[src/rtl/sprite_blitter.sv]
// Sprite blitter: copies one SPR_W x SPR_H sprite from a combinational ROM port into the framebuffer write port, clipping at screen edges.
// Optional build macro SPRITE_BLITTER_TRANSP_EN suppresses in-bounds pixels whose colour equals TRANSP.
module sprite_blitter #(
  parameter int FB_W   = 320,
  parameter int FB_H   = 180,
  parameter int SPR_W  = 16,
  parameter int SPR_H  = 16,
  parameter int COLRW  = 4,
  parameter int TRANSP = 0
) (
  input  logic                            clk,
  input  logic                            rst_n,
  input  logic                            start,
  input  logic [$clog2(FB_W)-1:0]         x,
  input  logic [$clog2(FB_H)-1:0]         y,
  output logic [$clog2(SPR_W*SPR_H)-1:0]  spr_addr,
  input  logic [COLRW-1:0]                spr_data,
  output logic                            fb_we,
  output logic [$clog2(FB_W*FB_H)-1:0]    fb_addr,
  output logic [COLRW-1:0]                fb_data,
  output logic                            busy,
  output logic                            done
);

  localparam int XW  = $clog2(FB_W);
  localparam int YW  = $clog2(FB_H);
  localparam int SAW = $clog2(SPR_W*SPR_H);
  localparam int FAW = $clog2(FB_W*FB_H);
  localparam int CW  = (SPR_W > 1) ? $clog2(SPR_W) : 1;
  localparam int RW  = (SPR_H > 1) ? $clog2(SPR_H) : 1;
  localparam int SXW = ((XW > CW) ? XW : CW) + 1;
  localparam int SYW = ((YW > RW) ? YW : RW) + 1;

`ifdef SPRITE_BLITTER_TRANSP_EN
  localparam bit TRANSP_EN = 1'b1;
`else
  localparam bit TRANSP_EN = 1'b0;
`endif

  typedef enum logic [1:0] {IDLE, DRAW, FLUSH} state_t;

  state_t         state_q, state_d;
  logic [CW-1:0]  col;
  logic [RW-1:0]  row;
  logic [XW-1:0]  x_l;
  logic [YW-1:0]  y_l;
  logic [SXW-1:0] sx;
  logic [SYW-1:0] sy;
  logic           load, adv, last_px, col_wrap, inb, wr_cand;

  always_ff @(posedge clk or negedge rst_n) begin
    if (!rst_n) state_q <= IDLE;
    else        state_q <= state_d;
  end

  always_comb begin
    state_d  = state_q;
    load     = 1'b0;
    adv      = 1'b0;
    col_wrap = (col == CW'(SPR_W-1));
    last_px  = col_wrap && (row == RW'(SPR_H-1));
    unique case (state_q)
      IDLE: begin
        if (start) begin
          load    = 1'b1;
          state_d = DRAW;
        end
      end
      DRAW: begin
        adv = 1'b1;
        if (last_px) state_d = FLUSH;
      end
      FLUSH:   state_d = IDLE;
      default: state_d = IDLE;
    endcase
  end

  // Screen coordinates carry one spare bit so the clip compare cannot wrap.
  always_comb begin
    sx      = SXW'(x_l) + SXW'(col);
    sy      = SYW'(y_l) + SYW'(row);
    inb     = (sx < SXW'(FB_W)) && (sy < SYW'(FB_H));
    wr_cand = inb && !(TRANSP_EN && (spr_data == COLRW'(TRANSP)));
  end

  // Counters freeze on the last pixel so spr_addr holds its final value in IDLE.
  always_ff @(posedge clk or negedge rst_n) begin
    if (!rst_n) begin
      x_l <= '0;
      y_l <= '0;
      col <= '0;
      row <= '0;
    end else if (load) begin
      x_l <= x;
      y_l <= y;
      col <= '0;
      row <= '0;
    end else if (adv && !last_px) begin
      if (col_wrap) begin
        col <= '0;
        row <= row + RW'(1);
      end else begin
        col <= col + CW'(1);
      end
    end
  end

  always_ff @(posedge clk or negedge rst_n) begin
    if (!rst_n) begin
      fb_we   <= 1'b0;
      fb_addr <= '0;
      fb_data <= '0;
      done    <= 1'b0;
    end else begin
      fb_we <= adv && wr_cand;
      if (adv && wr_cand) begin
        fb_addr <= FAW'(sy) * FAW'(FB_W) + FAW'(sx);
        fb_data <= spr_data;
      end
      done <= (state_q == FLUSH);
    end
  end

  assign spr_addr = SAW'(row) * SAW'(SPR_W) + SAW'(col);
  assign busy     = (state_q != IDLE);

endmodule

[config.mk]
export PLATFORM = sky130hd
export DESIGN_NAME = sprite_blitter
export DESIGN_NICKNAME = d
export VERILOG_FILES = /design/src/rtl/sprite_blitter.sv
export SDC_FILE = /design/constraint.sdc
export NUM_CORES = 1
export LEC_CHECK = 0
export BUFFER_PORTS_ARGS = -buffer_cell sky130_fd_sc_hd__buf_2
export CORE_MARGIN = 2
export CORE_UTILIZATION = 50
export DETAILED_ROUTE_END_ITERATION = 12
export GPL_TIMING_DRIVEN = 0
export PLACE_DENSITY = 0.72
export SYNTH_ARGS = -nofsm -noshare
export SYNTH_HDL_FRONTEND = slang
export SYNTH_SLANG_ARGS = --single-unit
[constraint.sdc]
create_clock -name clk -period 5.4 [get_ports clk]
set_clock_uncertainty 0.05 [all_clocks]
set_input_delay 0.27 -clock clk [delete_from_list [all_inputs] [get_ports clk]]
set_output_delay 0.27 -clock clk [all_outputs]
set_load 0.03 [all_outputs]
* After elaboration in Yosys (flattened, before gate mapping) *
Cells that the tools add are included.
Widths: inputs -> output; s select.

storage, ports and cells
  output and inout port bits = 31
  register bits after elaboration = 49
  input port bits = 24

cells by class
  order comparisons = 2
  multiply operators = 1
  muxes and demuxes = 12
  add/sub/neg operators = 6
  reduce and logical (&&, ||, !) cells = 11
  equal/unequal tests = 6

operator list
  kind                  number
  $mux 4                6
  $add 16x10->16        1
  $add 9x4->10          1
  $lt 10x9->1 const B   1
  $mul 9x3->10 const B  1
  $add 8x4->9           1
  $lt 9x8->1 const B    1
  $add 4x1->4 const B   2
  $add 8x4->8           1
  $eq 4x4->1 const B    2
  $reduce_bool 2->1     3
  $logic_and 1x1->1     4
  $mux 2                2
  $ne 2x2->1 const B    2
  $pmux 2 s2            1
  $reduce_and 2->1      2
  $mux 1                3
  $eq 2x1->1 const B    1
  $eq 2x2->1 const B    1
  $logic_not 2->1       1
  $logic_not 1->1       1

* Depth between registers and ports, before layout *
Gate-level depths: netlist of run 1.

  depth in word-level cells = 6
  mapped depth = 16
  depth with buffers taken out = 16

* Worst setup path after synthesis of run 1 *
OpenSTA, ideal clock, no wires.

  path kind = reg2reg
  from = register row[0]
  to = register fb_addr[15]
  setup slack = 1.318 ns
  setup time = 0.125 ns
  cell stages (with the launch flop) = 16
  arrival = 3.907 ns
  path buffers = 0
  data required time = 5.225 ns
  cell sequence = dfrtp_1 > ha_1 > inv_1 > fa_1 > nor2b_1 > o21ai_0 > a21oi_1 > xnor2_1 > inv_1 > ha_1 > ha_1 > or4b_2 > o2111ai_1 > nand4_1 > xor2_1 > mux2_4

between the ends
  word-level cells in the longest chain between the ends = 4
  elaborated cells on any way between the ends = 6

ends and longest elaborated chain
  what                                                                    RTL line  RTL
  start: declaration                                                      44        logic [RW-1:0] row;
  start signal: assignment                                                101       row <= row + RW'(1);
  $add 8x4->9 *                                                           81        sy = SYW'(y_l) + SYW'(row);
  parallel branches: the longest is 3 deep, another holds $add 16x10->16  -
  end signal: assignment                                                  117       fb_addr <= FAW'(sy) * FAW'(FB_W) + FAW'(sx);
  end: declaration                                                        19        output logic [$clog2(FB_W*FB_H)-1:0] fb_addr,

Every way passes the cells marked *.
A chain may end at the register's enable or synchronous reset.

* Worst setup path after layout of run 1 *
Ends and elaborated chain as after synthesis.

==> results of run 1 <==
-- critical path: cells and delay by family, from the launching register on --
family,cells,cell delay (ns)
multiplexers,1,0.26
flip-flops,1,0.45
XOR/XNOR,2,0.42
AO/OA/AOI/OAI,4,0.86
AND/OR/NAND/NOR,3,0.82
adder cells (fa/ha/maj),4,1.13
buffers and inverters,2,0.18
-- metrics by stage --
stage          setup WS [ns]  hold WS, ns  util [%]  cell area (um2)
2_1_floorplan          1.318     -0.07559         -             3167
3_3_place_gp           1.236       0.3721     58.60             3531
3_5_place_dp           1.187       0.3764     58.60             3531
4_1_cts                1.138       0.1281     60.53             3647
5_1_grt               0.8567       0.1402     60.53             3647
6_report               1.120       0.1118     60.53             3647
-- flip-flops by register name (all words and copies together), names as in the netlist --
| name | cells |
|---|---|
| done | 1 |
| fb_we | 1 |
| x_l | 9 |
| y_l | 8 |
| state_q | 2 |
| fb_addr | 16 |
| fb_data | 4 |
| row | 4 |
| col | 4 |
-- cell families after synthesis --
kind of cell,after synthesis,share of synthesized area [%]
fa+ha+maj,31,13.20
flops,49,38.72
mux,36,13.71
compound gates,57,13.63
xor+xnor,25,6.914
simple gates,59,9.878
buf+inv,28,3.951
-- area by class of cell --
type | instances | share of cell area (%)
Tap cell | 75 | 2.573
Buffer | 5 | 0.9605
Clock inverter | 1 | 0.8233
Multi-Input combinational cell | 208 | 49.78
Clock buffer | 7 | 2.367
Timing Repair Buffer | 54 | 7.410
Inverter | 23 | 2.470
Sequential cell | 49 | 33.62
-- cell usage in the layout, fill, tap and decap left out, types with 5 or more instances in the layout --
master / instances
dfrtp_1: 49
inv_1: 21
nor2_1: 13
xnor2_1: 17
a21oi_1: 9
buf_2: 54
nand2_1: 13
clkbuf_1: 5
ha_1: 27
clkbuf_8: 6
nor2b_1: 8
mux2_4: 9
mux2_2: 23
o21ai_0: 11
xor2_1: 8
a21o_1: 5
-- layer usage --
metal | global-route usage [%] | vias up | routed length (um)
li1 | - | 1131 | -
met1 | 22.96 | 1079 | 2695
met2 | 33.67 | 33 | 3159
met3 | 2.868 | 6 | 164
met4 | 4.985 | 0 | 69
met5 | 0 | - | 0
-- worst paths after layout --
| path | from | end | cells after the start |
|---|---|---|---|
| setup / recovery | row[0]$_DFFE_PN0P_ | fb_addr[15]$_DFFE_PN0P_ | 16 |
| hold / removal | rst_n | col[0]$_DFFE_PN0P_ | 1 |
| setup reg to reg | row[0]$_DFFE_PN0P_ | fb_addr[15]$_DFFE_PN0P_ | 16 |
| hold reg to reg | state_q[0]$_DFFE_PN0P_ | done$_DFF_PN0_ | 1 |
| max in group asynchronous | rst_n | fb_addr[10]$_DFFE_PN0P_ | 1 |
| min in group clk | x[1] | x_l[1]$_DFFE_PN0P_ | 3 |
==> results.json, run 1 <==
{
  "ant_nets": 0,
  "drv_cap": 0,
  "antenna_found_initial": 0,
  "max_freq_ghz": 0.2336,
  "vias": 2249,
  "synth_edf_count": 0,
  "async_reset_ff_share_pct": 100.0,
  "multiInputGateArea_um2": 1815,
  "numPortBuffers": 54,
  "overflow": 0,
  "crit_chain": "ha_1 -> inv_1 -> fa_1 -> nor2b_1 -> o21ai_0 -> a21oi_1 -> xnor2_1 -> inv_1 -> ha_1 -> ha_1 -> o21ai_0 -> or4b_2 -> o2111ai_1 -> nand4_1 -> xor2_1 -> mux2_4",
  "worstPathArrival_ns": 4.41,
  "start_util_pct": 52.55,
  "num-fill-cells": 529,
  "cp.required_ns": 5.53,
  "cts_setup_buffers": 0,
  "clk_path_buf_depth": 2,
  "finalHoldViolations": 0,
  "grt_max_degree": 50,
  "synth-main-ff-cell": "dfrtp_1",
  "status": "completed",
  "syn_avg_cell_area_um2": 11.11,
  "nets": 401,
  "synth_top_area_share_pct": 38.72,
  "ys_types": 49,
  "cp_slowest_stage_delay_ns": 0.62,
  "ys_seq_elements": 49,
  "r2r_slack_ns": 1.12,
  "hpwlAfterDp_mm": 4.738,
  "cts.repair.resized": 0,
  "finalMaxSlewViolations": 0,
  "cts-root-buf": "clkbuf_8",
  "grt_first_pass_wirelength_mm": 10.71,
  "syn_area_um2": 3167,
  "path_clk_slew_ns": 0.09,
  "synthToLayoutAreaGrowth_pct": 15.17,
  "cts.sinks": 49,
  "htree_levels": 2,
  "vias_per_cell": 5.329,
  "path_common_cell": "ha_1",
  "synth_top_cell_by_area": "dfrtp_1",
  "syn_inst": 285,
  "die_w_um": 83.59,
  "netlist_top_cells_count": "dfrtp_1 (49), ha_1 (27), mux2_2 (23)",
  "wl_per_cell_um": 14.43,
  "final_cell_count_no_fill": 422,
  "drt_iter0_markers": 42,
  "relSlewSlack_pct": 28.50,
  "worst_pin_slew_ns": 1.072,
  "timing.final.crit_share_pct": 79.26,
  "synth_nets": 340,
  "seq_area_um2": 1226,
  "layout-drive-gt1-share_pct": 30.55,
  "critPathKind": "reg2reg",
  "hp-class": "in2async",
  "core_area_um2": 6026,
  "die_area_um2": 6986,
  "clock_latency_ns": 0.30,
  "firstDrtPassIters": 4,
  "tns_ns": 0,
  "cp_max_fo": 5,
  "grt_pass1_vias": 2356,
  "ios": 55,
  "setup-violations-final": 0,
  "cts_buffers": 5,
  "worstSetupEndpointType": "flop",
  "ys_warn_count": 0,
  "cts_tree": "done",
  "grt_use_total_pct": 18.59,
  "die_h_um": 83.59,
  "period_minus_slack_ns": 4.280,
  "yosys-top-cells-area": "dfrtp_1 (39%), ha_1 (11%), mux2_2 (8.2%)",
  "grt_setup_unrepaired": "no",
  "remaining_drc_errors": 0,
  "row_count": 28,
  "wirelength_mm": 6.089,
  "dpl.cell_count": 414,
  "yosysMostFrequentCell": "dfrtp_1",
  "hold_buffers": 0,
  "place.gp.congestion": 0.7581,
  "startpoint_type": "flop",
  "slowest_stage": "or4b_2",
  "diodes": 0,
  "seq_area_frac_synth_pct": 38.72
}
Power of run 1 is left out: the tool's default activity adds up to more than one toggle a clock period on the data nets, which glitch-free logic cannot reach.
==> run 2: changes to the inputs <==
--- a/config.mk
+++ b/config.mk
@@ -5,12 +5,13 @@
 export SDC_FILE = /design/constraint.sdc
 export NUM_CORES = 1
 export LEC_CHECK = 0
+export ABC_AREA = 1
 export BUFFER_PORTS_ARGS = -buffer_cell sky130_fd_sc_hd__buf_2
 export CORE_MARGIN = 2
 export CORE_UTILIZATION = 50
 export DETAILED_ROUTE_END_ITERATION = 12
 export GPL_TIMING_DRIVEN = 0
-export PLACE_DENSITY = 0.72
+export PLACE_DENSITY = 0.75
 export SYNTH_ARGS = -nofsm -noshare
 export SYNTH_HDL_FRONTEND = slang
 export SYNTH_SLANG_ARGS = --single-unit
==> constraint.sdc (replaced) <==
create_clock -name clk -period 3.9 [get_ports clk]
set_clock_uncertainty 0.05 [all_clocks]
set_input_delay 0.195 -clock clk [delete_from_list [all_inputs] [get_ports clk]]
set_output_delay 0.195 -clock clk [all_outputs]
set_load 0.03 [all_outputs]
==> run 2 against run 1 <==
Against the previous run: register-to-register slack lost 0.74 ns; hold slack lost 0.10 ns; cell area grew 3.1%; first-iteration DRC count grew to 4.0 times the previous value; sequential cell count is the same; synthesized cell count grew 52%; critical endpoint unchanged; largest cell class unchanged.
==> results.json, run 2 <==
{
  "synth_nets": 488,
  "placed_cell_area_um2": 3641,
  "synth_top_cell_by_area": "dfrtp_1",
  "synthToLayoutAreaGrowth_pct": 14.86,
  "ys_seq_elements": 49,
  "report.power.total_w": 0.0008622,
  "fin_area_um2": 3761,
  "hpwlAfterDp_mm": 5.300,
  "cp.required_ns": 4.06,
  "syn_inst": 433,
  "tns_ns": 0,
  "vias_per_cell": 5.096,
  "finalMaxSlewViolations": 0,
  "num-fill-cells": 622,
  "vias": 2925,
  "synth_edf_count": 0,
  "seq_area_um2": 1229,
  "status": "completed",
  "die_area_um2": 7212,
  "ys_types": 30,
  "finalHoldViolations": 0,
  "cts.sinks": 49,
  "wirelength_mm": 6.901,
  "seq_area_frac_synth_pct": 37.45,
  "grt_pass1_vias": 2869,
  "cts_tree": "done",
  "htree_levels": 2,
  "numPortBuffers": 54,
  "layout-drive-gt1-share_pct": 17.91,
  "critPathKind": "reg2reg",
  "die_w_um": 84.93,
  "row_count": 29,
  "cp_slowest_stage_delay_ns": 0.55,
  "wl_per_cell_um": 12.02,
  "startpoint_type": "flop",
  "largest_reg_flops": 16,
  "worstSetupEndpointType": "flop",
  "cts_buffers": 5,
  "cts-root-buf": "clkbuf_8",
  "worst_pin_slew_ns": 1.061,
  "die_h_um": 84.93,
  "netlist_top_cells_count": "nand2_1 (158), inv_1 (54), dfrtp_1 (49)",
  "core_area_um2": 6350,
  "remaining_drc_errors": 0,
  "diodes": 0,
  "path_common_cell": "nand2_1",
  "grt_setup_unrepaired": "no",
  "overflow": 0,
  "crit_chain": "ha_1 -> inv_1 -> fa_1 -> nand3b_1 -> nand2_1 -> nand2_1 -> nand2_1 -> inv_1 -> ha_1 -> inv_1 -> fa_1 -> inv_1 -> nand2_1 -> inv_1 -> nand2_1 -> nand2_1 -> nor2_1 -> nor2_1 -> nand3_1 -> nor2_1 -> nand3_1 -> nand2_1 -> nand2_1 -> nand2_1",
  "hold_buffers": 0,
  "grt_max_degree": 50,
  "slowest_stage": "fa_1",
  "setup-violations-final": 0,
  "yosysMostFrequentCell": "nand2_1",
  "max_freq_ghz": 0.2837,
  "place.gp.congestion": 0.8337,
  "reg2reg_depth": 24,
  "syn_area_um2": 3274,
  "final_common_cell": "nand2_1",
  "relSlewSlack_pct": 29.30,
  "path_clk_slew_ns": 0.11,
  "yosys-top-cells-area": "dfrtp_1 (37%), nand2_1 (18%), ha_1 (10%)",
  "hold_slack_ns": 0.008705,
  "antenna_found_initial": 0,
  "hp-class": "in2async",
  "ant_nets": 0,
  "ys_warn_count": 0,
  "p_leak_nw": 2.163,
  "drv_cap": 0,
  "worstPathArrival_ns": 3.69,
  "p_per_area_nw_per_um2": 229.2,
  "grt_first_pass_wirelength_mm": 12.29,
  "grt_use_total_pct": 20.60,
  "syn_avg_cell_area_um2": 7.562,
  "drt_iter0_markers": 167,
  "ios": 55,
  "nets": 551,
  "firstDrtPassIters": 4,
  "async_reset_ff_share_pct": 100.0,
  "clk_path_buf_depth": 2,
  "timing.final.crit_share_pct": 90.38,
  "clock_latency_ns": 0.32,
  "synth_top_area_share_pct": 37.45,
  "period_minus_slack_ns": 3.525,
  "regMostFlops": "fb_addr",
  "multiInputGateArea_um2": 1778,
  "cp_max_fo": 3,
  "ir_worst_vdd_v": 0.0001335,
  "top_regs": "fb_addr (16), x_l (9), y_l (8)",
  "final_cell_mix": "nand2_1 (158), inv_1 (54), buf_2 (54)",
  "start_util_pct": 51.57,
  "synth-main-ff-cell": "dfrtp_1"
}
run 2: area by class of cell:
class,instances,area share [%]
multi-input combinational,319,47.27
sequential,49,32.67
timing repair buffer,56,7.585
inverter,57,5.689
tap,77,2.562
clock buffer,5,1.830
buffer,8,1.630
clock inverter,3,0.7651
run 2: stage by stage:
| stage | std cells | worst slack [ns] | util (%) |
|---|---|---|---|
| after floorplan | 433 | 0.4988 | - |
| after global placement | 564 | 0.4197 | 57.34 |
| after detailed placement | 564 | 0.3028 | 57.34 |
| after CTS | 572 | 0.2681 | 58.88 |
| after global routing | 574 | 0.01304 | 59.23 |
| final | 574 | 0.3753 | 59.23 |
run 2: logic make-up after synthesis:
| family | Yosys count | share of synthesized area [%] |
|---|---|---|
| fa+ha+maj | 31 | 12.76 |
| buf+inv | 65 | 8.406 |
| simple gates | 238 | 31.30 |
| compound gates | 36 | 6.343 |
| xor+xnor | 14 | 3.745 |
| flops | 49 | 37.45 |
run 2: worst paths after layout:
path | from | endpoint | slack, ns
setup / recovery | row[0]$_DFFE_PN0P_ | fb_addr[15]$_DFFE_PN0P_ | 0.38
max in group asynchronous | rst_n | row[1]$_DFFE_PN0P_ | 3.08
min in group clk | x[3] | x_l[3]$_DFFE_PN0P_ | 0.01
hold / removal | rst_n | x_l[0]$_DFFE_PN0P_ | 0.009
hold reg to reg | state_q[0]$_DFFE_PN0P_ | done$_DFF_PN0_ | 0.42
setup reg to reg | row[0]$_DFFE_PN0P_ | fb_addr[15]$_DFFE_PN0P_ | 0.38
run 2: what timing repair did:
item                       CTS  global route
setup endpoints to repair    0             1
gates resized for setup      0             3
buffers inserted             0             2
run 2: metal layers:
| layer | global-route usage [%] | up-vias | wire length [um] |
|---|---|---|---|
| met1 | 26.88 | 1345 | 3174 |
| met4 | 5.772 | 0 | 81 |
| met2 | 35.50 | 69 | 3328 |
| met5 | 0 | - | 0 |
| li1 | - | 1503 | - |
| met3 | 3.405 | 8 | 317 |
run 2: critical path, delay by kind of cell, from the launching register on:
| kind | cells | cell delay (ns) |
|---|---|---|
| adder cells (fa/ha/maj) | 4 | 1.42 |
| buffers and inverters | 5 | 0.32 |
| AND/OR/NAND/NOR | 15 | 1.21 |
| flip-flops | 1 | 0.40 |
run 2: power breakdown:
| part | total [W] | switching (W) | internal [W] | leakage [nW] |
|---|---|---|---|---|
| Sequential | 0.000508 | 0 | 0.000508 | 0.582 |
| Clock | 0.000334 | 0.000199 | 0.000135 | 0.0506 |
| Combinational | 0.0000206 | 0.0000127 | 0.00000795 | 1.53 |
| Total | 0.000862 | 0.000212 | 0.000650 | 2.16 |
(Power assumes the default switching activity.)
==> run 3: changes to the inputs <==
--- a/config.mk
+++ b/config.mk
@@ -9,9 +9,11 @@
 export BUFFER_PORTS_ARGS = -buffer_cell sky130_fd_sc_hd__buf_2
 export CORE_MARGIN = 2
 export CORE_UTILIZATION = 50
+export CTS_CLUSTER_DIAMETER = 30
 export DETAILED_ROUTE_END_ITERATION = 12
 export GPL_TIMING_DRIVEN = 0
 export PLACE_DENSITY = 0.75
+export RECOVER_POWER = 25
 export SYNTH_ARGS = -nofsm -noshare
 export SYNTH_HDL_FRONTEND = slang
 export SYNTH_SLANG_ARGS = --single-unit
==> run 3 against run 2 <==
Against the previous run: the run now ends with capacitance limit, slew limit left; sequential cell count unchanged; routed wire length decreased by 0.12%; combinational power about the same; utilization about the same; power about the same; hold slack improved by 0.0043 ns; fmax about the same; non-clock buffer count unchanged; critical path depth unchanged; final cell count unchanged; global-route usage unchanged; sequential share of layout area about the same.
==> results.json, run 3 (synthesized netlist as in run 2, its figures left out) <==
{
  "ir_worst_vdd_v": 0.0001335,
  "diodes": 0,
  "wirelength_mm": 6.893,
  "worst_pin_slew_ns": 2.527,
  "cts.sinks": 49,
  "grt_use_total_pct": 20.60,
  "clkPwrFrac_pct": 38.7,
  "cts_buffers": 5,
  "p_per_area_nw_per_um2": 229.3,
  "drv_cap": 1,
  "p_sw_share_pct": 24.59,
  "p_seq_share_pct": 58.9,
  "htree_levels": 2,
  "finalHoldViolations": 0,
  "grt_first_pass_wirelength_mm": 12.29,
  "die_w_um": 84.93,
  "critPathKind": "reg2reg",
  "vias_per_cell": 5.098,
  "pwr-share-comb_pct": 2.4,
  "hp-class": "in2reg",
  "path_clk_slew_ns": 0.11,
  "firstDrtPassIters": 4,
  "min_from": "x[3]",
  "cts-root-buf": "clkbuf_8",
  "synthToLayoutAreaGrowth_pct": 14.83,
  "layout-drive-gt1-share_pct": 17.71,
  "relSlewSlack_pct": -68.47,
  "ios": 55,
  "p_leak_nw": 2.160,
  "switching_power_w": 0.0002119,
  "finalMaxSlewViolations": 50,
  "tns_ns": 0,
  "setup_ws_ns": 0.3753,
  "grt_max_degree": 50,
  "failed_checks": "capacitance limit, slew limit",
  "row_count": 29,
  "r2r-start": "row[0]$_DFFE_PN0P_",
  "setup-violations-final": 0,
  "hold_slack_ns": 0.01302,
  "vias": 2926,
  "ant_nets": 0,
  "max_freq_ghz": 0.2837,
  "numPortBuffers": 54,
  "final_common_cell": "nand2_1",
  "cp_max_fo": 3,
  "period_minus_slack_ns": 3.525,
  "grt_pass1_vias": 2869,
  "hold_buffers": 0,
  "hpwlAfterDp_mm": 5.300,
  "cts_tree": "done",
  "cp.required_ns": 4.06,
  "place_ws_ns": 0.3028,
  "wl_per_cell_um": 12.01,
  "startpoint_type": "flop",
  "overflow": 0,
  "status": "complete, but fails checks",
  "worstSetupEndpointType": "flop",
  "grt_setup_unrepaired": "no",
  "timing.final.crit_share_pct": 90.38,
  "clock_latency_ns": 0.32,
  "die_area_um2": 7212,
  "core_area_um2": 6350,
  "regMostFlops": "fb_addr",
  "nets": 551,
  "worstPathArrival_ns": 3.69,
  "remaining_drc_errors": 0,
  "final_cell_mix": "nand2_1 (158), inv_1 (54), buf_2 (53)",
  "crit_start": "row[0]$_DFFE_PN0P_",
  "largest_reg_flops": 16,
  "place.gp.congestion": 0.8337,
  "start_util_pct": 51.57,
  "drt_iter0_markers": 167,
  "internal_power_w": 0.0006500,
  "die_h_um": 84.93,
  "clk_path_buf_depth": 2,
  "top_regs": "fb_addr (16), x_l (9), y_l (8)",
  "antenna_found_initial": 0
}
run 3: stage by stage:
stage                     cell area [um2]  power (W)  utilization, %  instances
after floorplan                      3274  0.0005178               -        433
after global placement               3641  0.0005391           57.34        564
after detailed placement             3641  0.0005394           57.34        564
after CTS                            3739  0.0008697           58.88        572
after global routing                 3760  0.0008903           59.21        574
final                                3760  0.0008620           59.21        574
run 3: power by group through the flow:
stage	registers (W)	logic [W]	clock network, W
after floorplan	0.000518	0.00000000111	0
after global placement	0.000518	0.0000214	0
after detailed placement	0.000518	0.0000217	0
after CTS	0.000508	0.0000218	0.000340
after global routing	0.000508	0.0000241	0.000358
final	0.000508	0.0000204	0.000334
run 3: routing by layer:
metal / global-route usage (%) / vias to the layer above / part of all wire, %
li1: - / 1503 / -
met1: 26.88 / 1346 / 46
met2: 35.50 / 69 / 48
met3: 3.405 / 8 / 4.6
met4: 5.772 / 0 / 1.2
met5: 0 / - / 0
run 3: area by class of cell:
class,count,area (um2)
multi-input combinational,319,1778
inverter,57,214.0
timing repair buffer,56,284.0
tap,77,96.34
clock buffer,5,68.82
clock inverter,3,28.78
buffer,8,61.31
sequential,49,1229
fill,623,2590
run 3: worst paths after layout:
kind	slack, ns	depth (start not counted)	end
max reg2reg	0.38	24	fb_addr[15]$_DFFE_PN0P_
max	0.38	24	fb_addr[15]$_DFFE_PN0P_
min in group asynchronous	0.60	1	fb_data[2]$_DFFE_PN0P_
min reg2reg	0.42	1	done$_DFF_PN0_
min	0.01	3	x_l[3]$_DFFE_PN0P_
max in group asynchronous	1.59	1	row[1]$_DFFE_PN0P_
run 3: critical path: stages, from the launching register on:
cell	delay, ns
dfrtp_2	0.40
ha_1	0.17
inv_1	0.06
fa_1	0.40
nand3b_1	0.20
nand2_1	0.12
nand2_1	0.08
nand2_1	0.06
inv_1	0.07
ha_1	0.30
inv_1	0.06
fa_1	0.55
inv_1	0.08
nand2_1	0.09
inv_1	0.05
nand2_1	0.05
nand2_1	0.04
nor2_1	0.15
nor2_1	0.07
nand3_1	0.09
nor2_1	0.05
nand3_1	0.07
nand2_1	0.05
nand2_1	0.05
nand2_1	0.04
run 3: repair_timing:
action                                  4_1_cts  5_1_grt
endpoints found under the setup margin        0        1
buffers inserted                              0        2
resized for setup                             0        3
